**src/rtl/gray_video_pkg.sv**
```systemverilog
// Shared types and default VGA 640x480 timing for the gray frame generator.
package gray_video_pkg;

    localparam int unsigned CNT_W = 12;

    localparam int unsigned DEF_H_SYNC   = 96;
    localparam int unsigned DEF_H_BP     = 48;
    localparam int unsigned DEF_H_ACTIVE = 640;
    localparam int unsigned DEF_H_FP     = 16;
    localparam int unsigned DEF_V_SYNC   = 2;
    localparam int unsigned DEF_V_BP     = 33;
    localparam int unsigned DEF_V_ACTIVE = 480;
    localparam int unsigned DEF_V_FP     = 10;

    typedef enum logic [1:0] {
        IDLE,
        RUN,
        STOP_PEND
    } state_e;

    // One timing-decode sample as it travels through the alignment pipeline.
    typedef struct packed {
        logic             vsync;
        logic             hsync;
        logic             active;
        logic             start;
        logic [CNT_W-1:0] xpos;
        logic [CNT_W-1:0] ypos;
    } disp_t;

endpackage

```
**src/rtl/gray_frame_gen_sync_delay_line.sv**
```systemverilog
// Reset-to-zero shift pipeline of configurable width and depth.
module sync_delay_line #(
    parameter int unsigned WIDTH = 1,
    parameter int unsigned DEPTH = 1
) (
    input  logic             clk_i,
    input  logic             rst_ni,
    input  logic [WIDTH-1:0] d_i,
    output logic [WIDTH-1:0] q_o
);

    logic [WIDTH-1:0] stage_q [DEPTH];

    always_ff @(posedge clk_i or negedge rst_ni) begin
        if (!rst_ni) begin
            for (int unsigned i = 0; i < DEPTH; i++) begin
                stage_q[i] <= '0;
            end
        end else begin
            stage_q[0] <= d_i;
            for (int unsigned i = 1; i < DEPTH; i++) begin
                stage_q[i] <= stage_q[i-1];
            end
        end
    end

    assign q_o = stage_q[DEPTH-1];

endmodule

```
**src/rtl/gray_frame_gen.sv**
```systemverilog
// Gray-scale video timing generator with upstream pixel fetch and aligned outputs.
// Define TEST_PATTERN_EN to replace pixel_data with an x+y+frame diagonal pattern.
module gray_frame_gen
    import gray_video_pkg::*;
#(
    parameter int unsigned H_SYNC   = DEF_H_SYNC,
    parameter int unsigned H_BP     = DEF_H_BP,
    parameter int unsigned H_ACTIVE = DEF_H_ACTIVE,
    parameter int unsigned H_FP     = DEF_H_FP,
    parameter int unsigned V_SYNC   = DEF_V_SYNC,
    parameter int unsigned V_BP     = DEF_V_BP,
    parameter int unsigned V_ACTIVE = DEF_V_ACTIVE,
    parameter int unsigned V_FP     = DEF_V_FP
) (
    input  logic             clk,
    input  logic             rst_n,
    input  logic             enable,
    input  logic [7:0]       pixel_data,
    output logic             pixel_req,
    output logic             frame_vsync,
    output logic             frame_hsync,
    output logic             frame_de,
    output logic [7:0]       color,
    output logic [CNT_W-1:0] pixel_xpos,
    output logic [CNT_W-1:0] pixel_ypos,
    output logic             frame_start
);

    localparam int unsigned H_TOTAL = H_SYNC + H_BP + H_ACTIVE + H_FP;
    localparam int unsigned V_TOTAL = V_SYNC + V_BP + V_ACTIVE + V_FP;

    localparam logic [CNT_W-1:0] H_LAST     = CNT_W'(H_TOTAL - 1);
    localparam logic [CNT_W-1:0] V_LAST     = CNT_W'(V_TOTAL - 1);
    localparam logic [CNT_W-1:0] H_SYNC_C   = CNT_W'(H_SYNC);
    localparam logic [CNT_W-1:0] V_SYNC_C   = CNT_W'(V_SYNC);
    localparam logic [CNT_W-1:0] H_ACT_BEG  = CNT_W'(H_SYNC + H_BP);
    localparam logic [CNT_W-1:0] H_ACT_LAST = CNT_W'(H_SYNC + H_BP + H_ACTIVE - 1);
    localparam logic [CNT_W-1:0] V_ACT_BEG  = CNT_W'(V_SYNC + V_BP);
    localparam logic [CNT_W-1:0] V_ACT_LAST = CNT_W'(V_SYNC + V_BP + V_ACTIVE - 1);

    state_e           state_q, state_d;
    logic [CNT_W-1:0] h_q, h_d;
    logic [CNT_W-1:0] v_q, v_d;
    logic             h_last, frame_last;

    always_ff @(posedge clk or negedge rst_n) begin
        if (!rst_n) begin
            state_q <= IDLE;
            h_q     <= '0;
            v_q     <= '0;
        end else begin
            state_q <= state_d;
            h_q     <= h_d;
            v_q     <= v_d;
        end
    end

    always_comb begin
        state_d    = state_q;
        h_d        = h_q;
        v_d        = v_q;
        h_last     = (h_q == H_LAST);
        frame_last = h_last && (v_q == V_LAST);

        if (state_q != IDLE) begin
            if (h_last) begin
                h_d = '0;
                v_d = (v_q == V_LAST) ? '0 : v_q + 1'b1;
            end else begin
                h_d = h_q + 1'b1;
            end
        end

        // A frame only continues past its last position if enable is high there.
        case (state_q)
            IDLE:      if (enable) state_d = RUN;
            RUN:       if (!enable) state_d = frame_last ? IDLE : STOP_PEND;
            STOP_PEND: begin
                if (enable)          state_d = RUN;
                else if (frame_last) state_d = IDLE;
            end
            default:   state_d = IDLE;
        endcase
    end

    disp_t raw, s2, out;
    logic  running;

    always_comb begin
        running    = (state_q != IDLE);
        raw        = '0;
        raw.hsync  = running && (h_q < H_SYNC_C);
        raw.vsync  = running && (v_q < V_SYNC_C);
        raw.active = running && (h_q >= H_ACT_BEG) && (h_q <= H_ACT_LAST)
                             && (v_q >= V_ACT_BEG) && (v_q <= V_ACT_LAST);
        raw.start  = running && (h_q == '0) && (v_q == '0);
        if (raw.active) begin
            raw.xpos = h_q - H_ACT_BEG;
            raw.ypos = v_q - V_ACT_BEG;
        end
    end

    sync_delay_line #(.WIDTH(1), .DEPTH(1)) u_req_dly (
        .clk_i  (clk),
        .rst_ni (rst_n),
        .d_i    (raw.active),
        .q_o    (pixel_req)
    );

    // Split 2+1 so the colour register can see the stage that lines up with pixel_data.
    sync_delay_line #(.WIDTH($bits(disp_t)), .DEPTH(2)) u_pre_dly (
        .clk_i  (clk),
        .rst_ni (rst_n),
        .d_i    (raw),
        .q_o    (s2)
    );

    sync_delay_line #(.WIDTH($bits(disp_t)), .DEPTH(1)) u_out_dly (
        .clk_i  (clk),
        .rst_ni (rst_n),
        .d_i    (s2),
        .q_o    (out)
    );

    logic [7:0] color_q, color_d;

`ifdef TEST_PATTERN_EN
    logic [7:0] frame_cnt_q;
    logic       started_q;
    logic       unused_pixel_data;

    assign unused_pixel_data = ^pixel_data;

    // The first frame after reset is frame 0; each later frame start advances the count.
    always_ff @(posedge clk or negedge rst_n) begin
        if (!rst_n) begin
            frame_cnt_q <= '0;
            started_q   <= 1'b0;
        end else if (s2.start) begin
            started_q <= 1'b1;
            if (started_q) frame_cnt_q <= frame_cnt_q + 1'b1;
        end
    end

    always_comb begin
        color_d = '0;
        if (s2.active) color_d = 8'(s2.xpos + s2.ypos) + frame_cnt_q;
    end
`else
    always_comb begin
        color_d = '0;
        if (s2.active) color_d = pixel_data;
    end
`endif

    always_ff @(posedge clk or negedge rst_n) begin
        if (!rst_n) color_q <= '0;
        else        color_q <= color_d;
    end

    assign frame_vsync = out.vsync;
    assign frame_hsync = out.hsync;
    assign frame_de    = out.active;
    assign frame_start = out.start;
    assign pixel_xpos  = out.xpos;
    assign pixel_ypos  = out.ypos;
    assign color       = color_q;

endmodule

```
**config.mk**
```make
export PLATFORM = sky130hd
export DESIGN_NAME = gray_frame_gen
export DESIGN_NICKNAME = d
export VERILOG_FILES = /design/src/rtl/gray_video_pkg.sv /design/src/rtl/gray_frame_gen_sync_delay_line.sv /design/src/rtl/gray_frame_gen.sv
export SDC_FILE = /design/constraint.sdc
export NUM_CORES = 1
export LEC_CHECK = 0
export BUFFER_PORTS_ARGS = -buffer_cell sky130_fd_sc_hd__buf_4
export CELL_PAD_IN_SITES_DETAIL_PLACEMENT = 1
export CELL_PAD_IN_SITES_GLOBAL_PLACEMENT = 1
export CORE_MARGIN = 1.5
export CORE_UTILIZATION = 50
export DETAILED_ROUTE_END_ITERATION = 10
export PLACE_DENSITY = 0.86
export REMOVE_ABC_BUFFERS = 1
export SYNTH_ARGS = -nofsm -noshare
export SYNTH_HDL_FRONTEND = slang
export SYNTH_SLANG_ARGS = --single-unit
```
**constraint.sdc**
```tcl
create_clock -name clk -period 4.7 [get_ports clk]
set_clock_uncertainty 0.1 [all_clocks]
set_input_delay 0.94 -clock clk [delete_from_list [all_inputs] [get_ports clk]]
set_output_delay 0.94 -clock clk [all_outputs]
set_load 0.05 [all_outputs]
```
==> results of run 1 <==
-- cells in the final DEF, fill, tap and decap left out, types with 3 or more instances in the layout --
cell       count
nand2b_1       3
clkbuf_16     16
a31oi_1        3
nor4_2         7
nor4_1        17
nand2_1       15
xor2_1         8
and4_1         3
and3_1         6
clkinv_4       4
and2_1         9
inv_1         11
nand4_1        4
inv_6          5
buf_4         49
dfrtp_1      118
nor3_1         6
xnor2_1       17
or3_1          4
o21ai_0       16
nand3_1       14
nor2_1        12
ha_1           8
a21oi_1        5
-- power groups by stage --
| stage | clock network, uW | logic, uW | registers, uW |
|---|---|---|---|
| 6_report | 1290 | 233 | 1110 |
| 3_3_place_gp | 0 | 207 | 1120 |
| 4_1_cts | 1310 | 232 | 1110 |
| 5_1_grt | 1360 | 251 | 1120 |
| 3_5_place_dp | 0 | 218 | 1130 |
| 2_1_floorplan | 0 | 130 | 1130 |
-- stage by stage --
step | std cells | setup WS (ns) | cell area (sq um)
3_3_place_gp | 480 | 2.23 | 4870
3_5_place_dp | 480 | 1.98 | 4870
2_1_floorplan | 323 | 2.09 | 4370
6_report | 512 | 1.67 | 5470
5_1_grt | 512 | 1.52 | 5470
4_1_cts | 512 | 1.68 | 5470
-- cells by family (layout without fill, tap and decap cells) --
family	after synthesis	count (layout)	synth area share [%]
DFF	118	118	65.9
and+or+nand+nor	116	116	16.8
AOI/OAI and AO/OA	43	43	6.34
buffers and inverters	35	92	3.54
xor gates and xnor gates	25	25	4.88
adders and majority gates	8	8	2.23
other	1	1	0.0836
muxes	1	1	0.223
-- flip-flops by register name (all words and copies together), names as in the netlist --
| signal | cells |
|---|---|
| color | 8 |
| state_q | 2 |
| u_pre_dly.q_o | 28 |
| v_q | 12 |
| h_q | 12 |
| u_out_dly.q_o | 28 |
| u_pre_dly.stage_q | 28 |
-- cell type report --
cell class	instances	area, sq um
Clock inverter	14	165
Timing Repair Buffer	49	368
Fill cell	831	3260
Inverter	11	41.3
Tap cell	108	135
Multi-Input combinational cell	194	1380
Sequential cell	118	2950
Clock buffer	18	428
-- routing by layer --
metal | vias to the layer above | global-route usage (%) | wire length (um) | share of wire [%]
li1 | 1306 | - | - | -
met2 | 132 | 47.2 | 6310 | 52
met4 | 0 | 9.89 | 203 | 1.7
met3 | 17 | 8.13 | 684 | 5.7
met1 | 1591 | 33.4 | 4890 | 40
met5 | - | 0 | 0 | 0
-- worst max path at each step --
stage	cells past startpoint	slack, ns	endpoint	start
6_report	6	1.67	u_pre_dly.stage_q[39]	h_q[4]
5_1_grt	6	1.52	u_pre_dly.stage_q[33]	h_q[4]
4_1_cts	6	1.68	u_pre_dly.stage_q[39]	h_q[5]
3_5_place_dp	6	1.98	u_pre_dly.stage_q[35]	h_q[4]
3_3_place_gp	6	2.23	u_pre_dly.stage_q[48]	h_q[4]
2_1_floorplan	6	2.09	u_pre_dly.stage_q[30]	h_q[4]
==> results.md, run 1 <==
- Fin util: 62.7%
- Pin count of the biggest net entering global routing: 56
- Total GRT Usage: 27.7%
- Worst Hold End: u_pre_dly.q_o[18]
- Max Slew Vio Count: 0
- Post-DRT Antenna Nets: 0
- Cell count after synthesis: 347
- Min-Delay Path Class: reg2reg
- Post CTS Setup Buffer Count: 0
- Final setup fails: 0
- CP max stage cell: o31ai_1
- Die height: 97.7 um
- Placeable core area: 8720 sq um
- Synth Register Bits: 118
- 1st-iter DRT viols: 131
- Unrepaired setup endpoints after global routing: false
- VDD IR max: 188 uV
- Post-synthesis average cell area: 12.9 sq um
- Worst skew pair latency: 0.53 ns
- Max clock buf depth: 2
- Via count of the first global-routing pass: 3344
- Fmax: 330 MHz
- Comb power frac: 8.8%
- Crit-path max FO: 16
- Critical path cell sequence: inv_1 -> ha_1 -> a41oi_1 -> o31ai_1 -> nand3b_4 -> nor4_1
- Yosys warning count: 0
- Leakage Power: 0.00267 uW
- Die area: 9540 sq um
- Post-CTS Hold Buffers: 0
- Initial Util: 51.4%
- Grt ovf: 0
- Worst path bufs/invs: 1
- Area contributors post-synth: dfrtp_1, xnor2_1, nor4_1, ha_1, nor4_2
- HPWL Detailed: 6.64 mm
- Drt drc: 0
- Slowest stage delay, CP: 0.99 ns
- H-tree depth: 4
- Die W: 97.7 um
- Layout overhead on the synthesized area: 21.9%
- Routed len/inst: 23.6 um
- Slew margin rel.: 13.4%
- Most frequent cell after synthesis: dfrtp_1
- Cell area after synthesis: 4480 sq um
- Synth cell count leaders: dfrtp_1, clkbuf_1, nor4_1, xnor2_1, o21ai_0
- Number of enable flip-flop cells after synthesis: 0
- PD cells: 483 nW/um^2
- Power Total: 2640 uW
- WP data required: 4.99 ns
- CTS tree: built
- Setup CP Type: reg2reg
- Status: finished clean
- Asr flop ratio synth: 100%
- Crit path time final: 3.03 ns
- Diode count: 0
- Slew @ Worst Pin: 1.30 ns
- Clk slew on worst S/H paths: 0.06 ns
- Final Hold Vio Count: 0
- Fin crit share: 64.4%
- CTS Buf Count: 17
- Synth top area share: 65.9%
- Via density: 5.95
- Post-synth top flop: dfrtp_1
- Router iterations before antenna repair: 4
- Net Switching: 724 uW
- Setup_tns: 0 ns
- Sequential area share after synthesis: 65.9%
- Sw Share: 27.4%
- Yosys cell types: 52
- Crit. End Element: flop
- Number of max-cap violations: 0
- Gp weighted congestion: 0.879
- Sequential share of power: 42.2%
- FF-to-FF End: u_pre_dly.stage_q[39]
- Yosys top cell by area: dfrtp_1
- Io pins: 48
- Crit path max-delay family: compound AO/OA/AOI/OAI gates
- WHS: 0.250 ns
- Reg2Reg Depth: 6
- Hold Crit Start: u_pre_dly.stage_q[46]
- Buffers on Ports: 47
- Drt total wl: 12.1 mm
- Clock root buffer: clkbuf_8
- Clock sink total: 118
- Startpoint Class: flop
- Worst hold path stage count: 0
- Share of cells above drive strength 1: 23.8%
- FF-to-FF setup slack: 1.67 ns
- Vias post-DR: 3046
- Initial antenna violation count: 0
- # rows: 34
- Crit path DAT: 3.31 ns
- Post-CTS resize count: 0
- First-pass GRT wire length: 19.5 mm
- Reg-to-reg critical path startpoint: h_q[4]
- Clock power share: 49.0%
- # nets final: 410
- Pint: 1910 uW
(Power assumes the default switching activity.)
==> run 2: changes to the inputs <==
--- a/config.mk
+++ b/config.mk
@@ -5,13 +5,14 @@
 export SDC_FILE = /design/constraint.sdc
 export NUM_CORES = 1
 export LEC_CHECK = 0
+export ABC_AREA = 1
 export BUFFER_PORTS_ARGS = -buffer_cell sky130_fd_sc_hd__buf_4
 export CELL_PAD_IN_SITES_DETAIL_PLACEMENT = 1
 export CELL_PAD_IN_SITES_GLOBAL_PLACEMENT = 1
 export CORE_MARGIN = 1.5
-export CORE_UTILIZATION = 50
+export CORE_UTILIZATION = 46
 export DETAILED_ROUTE_END_ITERATION = 10
-export PLACE_DENSITY = 0.86
+export PLACE_DENSITY = 0.83
 export REMOVE_ABC_BUFFERS = 1
 export SYNTH_ARGS = -nofsm -noshare
 export SYNTH_HDL_FRONTEND = slang
==> constraint.sdc (replaced) <==
create_clock -name clk -period 3 [get_ports clk]
set_clock_uncertainty 0.1 [all_clocks]
set_input_delay 0.6 -clock clk [delete_from_list [all_inputs] [get_ports clk]]
set_output_delay 0.6 -clock clk [all_outputs]
set_load 0.05 [all_outputs]
==> results.md, run 2 <==
- FF-to-FF setup slack: 0.57 ns (-1.10 ns)
- Fmax: 412 MHz (+25%)
- # nets final: 522 (+27%)
- Cell area after synthesis: 4640 sq um (+3.5%)
- Buffers on Ports: 47 (unchanged)
- Number of enable flip-flop cells after synthesis: 0 (unchanged)
- Reg2Reg Depth: 9 (+3)
- Gp weighted congestion: 0.909 (+3.4%)
- Initial antenna violation count: 0 (unchanged)
- Leakage Power: 0.00310 uW (+16%)
- Crit path max-delay family: simple AND/OR/NAND/NOR gates
- Most frequent cells in the layout: dfrtp_1, nand2_1, buf_4, inv_1, nor2_1
- Io pins: 48 (unchanged)
- CTS tree: built
- Die W: 103 um (+5.9%)
- Non-Filler Instances: 648 (+27%)
- Dpl ws: 0.853 ns (-1.12 ns)
- Synth cell count leaders: dfrtp_1, nand2_1, inv_1, nor2_1, nand3_1
- Via count of the first global-routing pass: 3906 (+17%)
- Slew margin rel.: 60.6% (+47 points)
- Setup CP Type: reg2reg
- Crit. End Element: flop
- Leading cell type in the layout, fill and taps excluded: dfrtp_1
- Final setup fails: 0 (unchanged)
- Crit path DAT: 2.74 ns (-0.57 ns)
- Grt ovf: 0 (unchanged)
- Synth Register Bits: 118 (unchanged)
- HPWL Detailed: 7.86 mm (+18%)
- Sequential area share after synthesis: 63.6% (-2.3 points)
- Initial Util: 47.5% (-3.9 points)
- Setup_tns: 0 ns (unchanged)
- Max clock buf depth: 2 (unchanged)
- Layout overhead on the synthesized area: 23.6%
- Post CTS Setup Buffer Count: 0 (unchanged)
- Number of max-cap violations: 0 (unchanged)
- Post-route setup slack: 0.572 ns (-1.10 ns)
- Total GRT Usage: 29.2% (+1.5 points)
- Pin count of the biggest net entering global routing: 48 (-14%)
- Clock sink total: 118 (unchanged)
- Post-DRT Antenna Nets: 0 (unchanged)
- Routed len/inst: 22.1 um (-6.2%)
- Most frequent cell after synthesis: dfrtp_1
- H-tree depth: 4 (unchanged)
- Via density: 5.52 (-7.2%)
- Yosys top cell by area: dfrtp_1
- Placeable core area: 9770 sq um (+12%)
- Reg-to-reg critical path startpoint: h_q[4]
- First-pass GRT wire length: 22.2 mm (+14%)
- VDD IR max: 430 uV (+130%)
- Fin crit share: 80.9% (+17 points)
- Synth top area share: 63.6% (-2.3 points)
- Critical Path Sink: u_pre_dly.stage_q[30]
- Yosys warning count: 0 (unchanged)
- Yosys cell types: 28 (-46%)
- Post-synth top flop: dfrtp_1
- Cell count after synthesis: 442 (+27%)
- Diode count: 0 (unchanged)
- WHS: 0.182 ns (-0.0680 ns)
- CP Depth: 9 (+3)
- Unrepaired setup endpoints after global routing: false
- WP data required: 3.31 ns (-1.68 ns)
- Worst skew pair latency: 0.53 ns (about the same)
- Drt total wl: 14.4 mm (+19%)
- Critical path cell sequence: inv_1 -> ha_1 -> nand2_1 -> nand2_1 -> nand2_1 -> nor2_1 -> nor2_2 -> nand3_4 -> nor2_1
- Clock root buffer: clkbuf_8
- Placed insts: 616 (+28%)
- Die area: 10700 sq um (+12%)
- Router iterations before antenna repair: 7 (+3)
- CTS Buf Count: 17 (unchanged)
- Area occupied by multi-input gates: 1420 sq um (+3.5%)
- Drt drc: 0 (unchanged)
- Area contributors post-synth: dfrtp_1, nand2_1, xor2_1, inv_1, nand3_1
- Asr flop ratio synth: 100% (unchanged)
- FF-to-FF End: u_pre_dly.stage_q[30]
- Reg area: 2950 sq um (unchanged)
- Clk slew on worst S/H paths: 0.06 ns (about the same)
- Final Hold Vio Count: 0 (unchanged)
- Post-synthesis average cell area: 10.5 sq um (-19%)
- 1st-iter DRT viols: 353 (+170%)
- Die height: 103 um (+5.9%)
- Slew @ Worst Pin: 0.591 ns (-0.709 ns)
- Min-Delay Path Class: in2reg
- Worst path most repeated cell: nand2_1
- Crit-path max FO: 24 (+8)
- # rows: 36 (+5.9%)
- PD cells: 758 nW/um^2 (+57%)
- Fin util: 58.7% (-4.0 points)
- CP max stage cell: dfrtp_1
- Crit path from: h_q[4]
- Crit path time final: 2.43 ns (-0.598 ns)
- Worst path bufs/invs: 1 (unchanged)
- Status: finished clean
- # fillers: 1055 (+27%)
- Max Slew Vio Count: 0 (unchanged)
- Vias post-DR: 3578 (+17%)
- Slowest stage delay, CP: 0.46 ns (-0.53 ns)
- Share of cells above drive strength 1: 22.5% (-1.2 points)
- Startpoint Class: flop
-- run 2: changes by cell type in the layout (fill, tap and decap cells not counted), moves of 9 or more --
cell and change:
nor2_1 +22, nand2_1 +69, nand3_1 +18, xor2_1 +11, nand4_1 +9, nor4_1 -16, inv_1 +33, xnor2_1 -15
nor2_2 +22
-- run 2: metal layers --
layer | GRT usage [%] | routed length [um] | vias up
met1 | 34.2 | 5540 | 1819
met5 | 0 | 0 | -
met3 | 7.80 | 1010 | 50
met4 | 13.9 | 474 | 0
met2 | 49.8 | 7330 | 192
li1 | - | - | 1517
-- run 2: worst min path at each step --
stage | from | to | slack, ns | depth (start not counted)
floorplan | rst_n | color[0] | 0.20 | 0
global placement | u_pre_dly.q_o[11] | u_out_dly.q_o[11] | 0.23 | 0
detailed placement | u_pre_dly.q_o[22] | u_out_dly.q_o[22] | 0.24 | 0
global route | pixel_data[1] | color[1] | 0.19 | 3
finish | pixel_data[2] | color[2] | 0.18 | 3
CTS | pixel_data[2] | color[2] | 0.18 | 3
-- run 2: logic make-up (layout without fill, tap and decap cells) --
group | after synthesis | in the layout | synth area share, %
compound gates | 25 | 25 | 2.75
xor+xnor | 21 | 21 | 3.96
fa+ha+maj | 8 | 8 | 2.16
buf+inv | 60 | 133 | 5.71
flops | 118 | 118 | 63.6
other cells | 1 | 1 | 0.0808
simple gates | 209 | 209 | 21.7
-- run 2: layout make-up --
| cell class | instances | share of cell area [%] |
|---|---|---|
| clock buffer | 19 | 7.70 |
| clock inverter | 12 | 3.10 |
| inverter | 51 | 3.34 |
| multi-input combinational | 264 | 24.8 |
| sequential | 118 | 51.4 |
| tap | 133 | 2.90 |
| timing repair buffer | 51 | 6.71 |
-- run 2: worst min-delay path, stage by stage --
cell and delay (ns):
buf_4 0.08, nand2_1 0.04, inv_1 0.05
-- run 2: through the flow --
stage	power, uW	area [sq um]
floorplan	2030	4570
global placement	2150	5110
detailed placement	2190	5110
CTS	4360	5740
global route	4480	5740
finish	4350	5740
-- run 2: repair_timing --
action                    CTS  global route
hold endpoints to repair   44             0
gates resized for setup     0             0
hold buffers                1             0
-- run 2: where the power goes --
part           leakage, uW  internal (uW)  switching, uW
Clock             0.000304           1390            742
Sequential         0.00161           1660           81.7
Combinational      0.00118            139            345
